$ cat config.mk
export PLATFORM = sky130hd
export DESIGN_NAME = ipi_mailbox_rx_drain
export DESIGN_NICKNAME = d
export VERILOG_FILES = /design/src/rtl/ipi_mailbox_rx_drain.sv
export SDC_FILE = /design/constraint.sdc
export NUM_CORES = 1
export LEC_CHECK = 0
export CORE_MARGIN = 2
export CORE_UTILIZATION = 30
export DETAILED_ROUTE_END_ITERATION = 8
export HOLD_SLACK_MARGIN = 0.03
export PLACE_DENSITY = 0.64
export SETUP_SLACK_MARGIN = 0.3
export SYNTH_ARGS = -nofsm -noshare
export SYNTH_HDL_FRONTEND = slang
export SYNTH_SLANG_ARGS = --single-unit
$ cat constraint.sdc
create_clock -name clk -period 2.6 [get_ports clk]
set_input_delay 0.39 -clock clk [delete_from_list [all_inputs] [get_ports clk]]
set_output_delay 0.39 -clock clk [all_outputs]
set_load 0.05 [all_outputs]
$ cat src/rtl/ipi_mailbox_rx_drain.sv
// ipi_mailbox_rx_drain: drains mailbox RX_DATA over CSR reads into a valid/ready word stream
module ipi_mailbox_rx_drain #(
  parameter int DATA_W = 32,
  parameter int ADDR_W = 32,
  parameter logic [ADDR_W-1:0] BASE = '0,
  parameter int CNT_W = 16,
  parameter int FLT_W = 8
) (
  input  logic              clk,
  input  logic              rst_n,
  input  logic              enable,
  input  logic              ipi_irq,
  output logic              req_valid,
  input  logic              req_ready,
  output logic              req_write,
  output logic [ADDR_W-1:0] req_addr,
  output logic [DATA_W-1:0] req_wdata,
  input  logic              rsp_valid,
  output logic              rsp_ready,
  input  logic [DATA_W-1:0] rsp_rdata,
  input  logic              rsp_fault,
  output logic              out_valid,
  input  logic              out_ready,
  output logic [DATA_W-1:0] out_data,
  output logic              busy,
  output logic [CNT_W-1:0]  drain_count,
  output logic [FLT_W-1:0]  fault_count
);
  localparam logic [ADDR_W-1:0] RX_ADDR = BASE + ADDR_W'(8);
  typedef enum logic [1:0] {IDLE, REQ, RSP} state_t;
  state_t state, state_n;
  logic out_valid_q;
  logic [DATA_W-1:0] out_data_q;
  logic buf_free, rsp_ok, rsp_err;
  assign buf_free = !out_valid_q || out_ready;
  assign rsp_ok = state == RSP && rsp_valid && !rsp_fault;
  assign rsp_err = state == RSP && rsp_valid && rsp_fault;
  always_comb begin
    state_n = state;
    case (state)
      IDLE: if (enable && ipi_irq && buf_free) state_n = REQ;
      REQ: if (req_ready) state_n = RSP;
      RSP: if (rsp_valid) state_n = IDLE;
      default: state_n = IDLE;
    endcase
  end
  assign req_valid = state == REQ;
  assign req_write = 1'b0;
  assign req_addr = req_valid ? RX_ADDR : '0;
  assign req_wdata = '0;
  assign rsp_ready = state == RSP;
  assign out_valid = out_valid_q;
  assign out_data = out_data_q;
  assign busy = state != IDLE;
  always_ff @(posedge clk or negedge rst_n) begin
    if (!rst_n) begin
      state <= IDLE;
      out_valid_q <= 1'b0;
      out_data_q <= '0;
      drain_count <= '0;
      fault_count <= '0;
    end else begin
      state <= state_n;
      if (rsp_ok) begin
        out_valid_q <= 1'b1;
        out_data_q <= rsp_rdata;
        drain_count <= drain_count + 1'b1;
      end else if (out_valid_q && out_ready) out_valid_q <= 1'b0;
      if (rsp_err && !(&fault_count)) fault_count <= fault_count + 1'b1;
    end
  end
endmodule
==> flow_summary.ini <==
[outcome]
status = completed

[clock_tree]
clk_latency_ns = 0.33
cts_tree = built
clock-root-buffer = clkbuf_8
clkTransAtPathRegs_ns = 0.06
hold_buffers = 0
cts.sinks = 59
cts_buffer_depth = 2
cts_made_buffers = 9
h-tree-depth = 3

[timing]
maxSlewHeadroom_pct = 61.6
hold_ws_ns = 0.0579
setup_tns_ns = 0
rsz0062_at_grt = false
fin_skew_ns = 0.00698
finalSetupViolations = 0
drv_slew = 0
setup_ws_ns = 0.440
period_share_pct = 83.1
tightest_slew_ns = 0.576
maxClockFrequency_mhz = 463
hold_viol = 0
fin_crit_ns = 2.16

[worst_hold_path]
hold_path.class = in2async

[global_route]
grt_max_degree = 28
grt_overflow = 0
grt_usage_pct = 10.9
antenna_found_initial = 0
grt_pass1_vias = 1798
grt_pass1_wl_um = 8840

[detailed_routing]
drc = 0
wl_per_cell_um = 11.6
final_antenna_net_count = 0
wl_met3_um = 447
top_layer_used = met4
drt_first_iter_violations = 35
met2WireLength_um = 2740
met1_length_um = 2280
drt_first_pass_iters = 4
vias = 1911
wirelength_um = 5560
vias_per_cell = 3.97

[setup_path]
cp-start-kind = flip-flop
crit_fanout = 6
max_stage_delay_ns = 0.83
crit_type = reg2out
slowest_stage = clkdlybuf4s50_1
cp-end-kind = output port
cp_cell_sequence = nor2b_1 -> clkdlybuf4s50_1
critPathArrivalTime_ns = 1.77
worstPathRequired_ns = 2.21

[pwr]
power_mw = 4.49
power_density_nw_per_um2 = 1110
max-vdd-ir-drop_v = 0.000634
p_leak_nw = 1.83

[place]
place_inst = 466
port_buffers = 100
pre_cts_slack_ns = 0.592
placed_cell_area_um2 = 3840
gp_congestion = 0.772
dp_hpwl_um = 4260

[synthesis]
synth-compound-area-share_pct = 1.40
ys_types = 31
synth_xor_xnor_area_share_pct = 5.62
synthAdderAreaFrac_pct = 0.851
avgSynthCellArea_um2 = 12.4
ys_ff_latch = 59
synth_top_family_by_area = buffers and inverters
ys_seq_area_share_pct = 50.2
syn_inst = 237
yosys.area_share.simple_pct = 9.41
synthMuxAreaShare_pct = 14.2
syn_area_um2 = 2940
ys_warn_count = 0

[final_layout]
finalNonFillerCells = 481
fillers = 936
finalNetCount = 386
fin_util_pct = 41.9
syn_to_final_growth_pct = 37.5
antenna_cells = 0
drive_gt1_share_pct = 18.7
finish.instance_area_um2 = 4040

[floorplanning]
core.rowCount = 36
die_y_um = 103
pin_count = 165
initial_core_util_pct = 30.5
core_um2 = 9640
die_w_um = 103
die_area_um2 = 10600

[flow_run]
drv_cap = 0
[worst max-delay path, delay by kind of cell, from the launching register on]
kind	cells	cell delay, ns
buf+inv	1	0.83
simple gates	1	0.21
flops	1	0.42
[state kept, by name, summed over array words and instances (netlist names)]
name,flops
drain_count,16
fault_count,8
out_data,32
out_valid,1
state,2
[logic make-up after synthesis]
group,count (synthesis)
AOI/OAI and AO/OA,6
xor gates and xnor gates,18
adders and majority gates,2
buffers and inverters,72
DFF,59
muxes,37
other,1
and+or+nand+nor,42
[Yosys cell counts]
library cell | instances | area share [%]
a21boi_0 | 1 | 0.26
a21oi_1 | 2 | 0.34
a22o_1 | 1 | 0.30
a31oi_1 | 1 | 0.21
a41oi_1 | 1 | 0.30
and3_1 | 3 | 0.64
and4_1 | 4 | 1.2
and4b_1 | 1 | 0.34
and4bb_1 | 1 | 0.43
buf_2 | 3 | 0.51
buf_4 | 65 | 17
buf_6 | 2 | 0.77
clkbuf_2 | 1 | 0.17
conb_1 | 1 | 0.13
dfrtp_1 | 59 | 50
ha_1 | 2 | 0.85
inv_1 | 1 | 0.13
mux2_2 | 37 | 14
nand2_1 | 11 | 1.4
nand2b_1 | 3 | 0.64
nand3_1 | 2 | 0.34
nand3_2 | 4 | 1.4
nand4_1 | 6 | 1.3
nand4_4 | 1 | 0.72
nor2_1 | 2 | 0.26
nor2b_1 | 2 | 0.43
nor3_1 | 1 | 0.17
or2_2 | 1 | 0.21
xnor2_1 | 15 | 4.5
xnor2_2 | 1 | 0.55
xor2_1 | 2 | 0.60
[cell usage in the layout, fill, tap and decap left out, types with 2 or more instances in the layout]
cell             synthesis  layout
ha_1                     2       2
a21oi_1                  2       2
nand3_2                  4       4
buf_4                   65       4
clkbuf_8                 0      14
nand4_1                  6       6
dlymetal6s2s_1           0       2
conb_1                   1      64
nand3_1                  2       2
mux2_2                  37      37
nand2b_1                 3       3
dfrtp_1                 59      59
and4_1                   4       4
xnor2_1                 15      15
nor2b_1                  2       2
xor2_1                   2       2
nand2_1                 11      11
nor2_1                   2       2
and3_1                   3       3
clkdlybuf4s50_1          0      97
[path summary, 6_finish.rpt]
kind,slack (ns),depth (start not counted),startpoint,end
max reg2reg,1.02,4,state[0],drain_count[15]
max in group asynchronous,1.89,2,rst_n,out_valid
max,0.44,2,state[1],rsp_ready
min in group clk,0.48,1,drain_count[15],drain_count[15]
min,0.06,1,rst_n,out_data[24]
min reg2reg,0.48,1,drain_count[15],drain_count[15]
[power by group]
| part | switching (mW) | internal, mW | total, mW | leakage [nW] |
|---|---|---|---|---|
| Sequential | 0.170 | 1.21 | 1.38 | 0.760 |
| Clock | 0.344 | 0.470 | 0.814 | 0.105 |
| Combinational | 1.53 | 0.767 | 2.30 | 0.966 |
[final cells by class]
type | count | area [µm²] | share of cell area (%)
Clock inverter | 1 | 5.00 | 0.124
Sequential cell | 59 | 1480 | 36.5
Timing Repair Buffer | 104 | 1030 | 25.5
Clock buffer | 14 | 193 | 4.77
Tap cell | 133 | 166 | 4.12
Multi-Input combinational cell | 169 | 1160 | 28.8
Inverter | 1 | 3.75 | 0.0929
[per-layer routing]
metal,up-vias,global-route usage [%]
li1,890,-
met1,931,13.2
met2,82,17.0
met3,8,4.20
met4,0,5.47
met5,-,0
[what timing repair did]
action                                  CTS  global route
setup buffers                             0             0
resized for setup                         0             2
endpoints found under the setup margin    0             2
No activity file was read; power rests on OpenSTA's default activity.
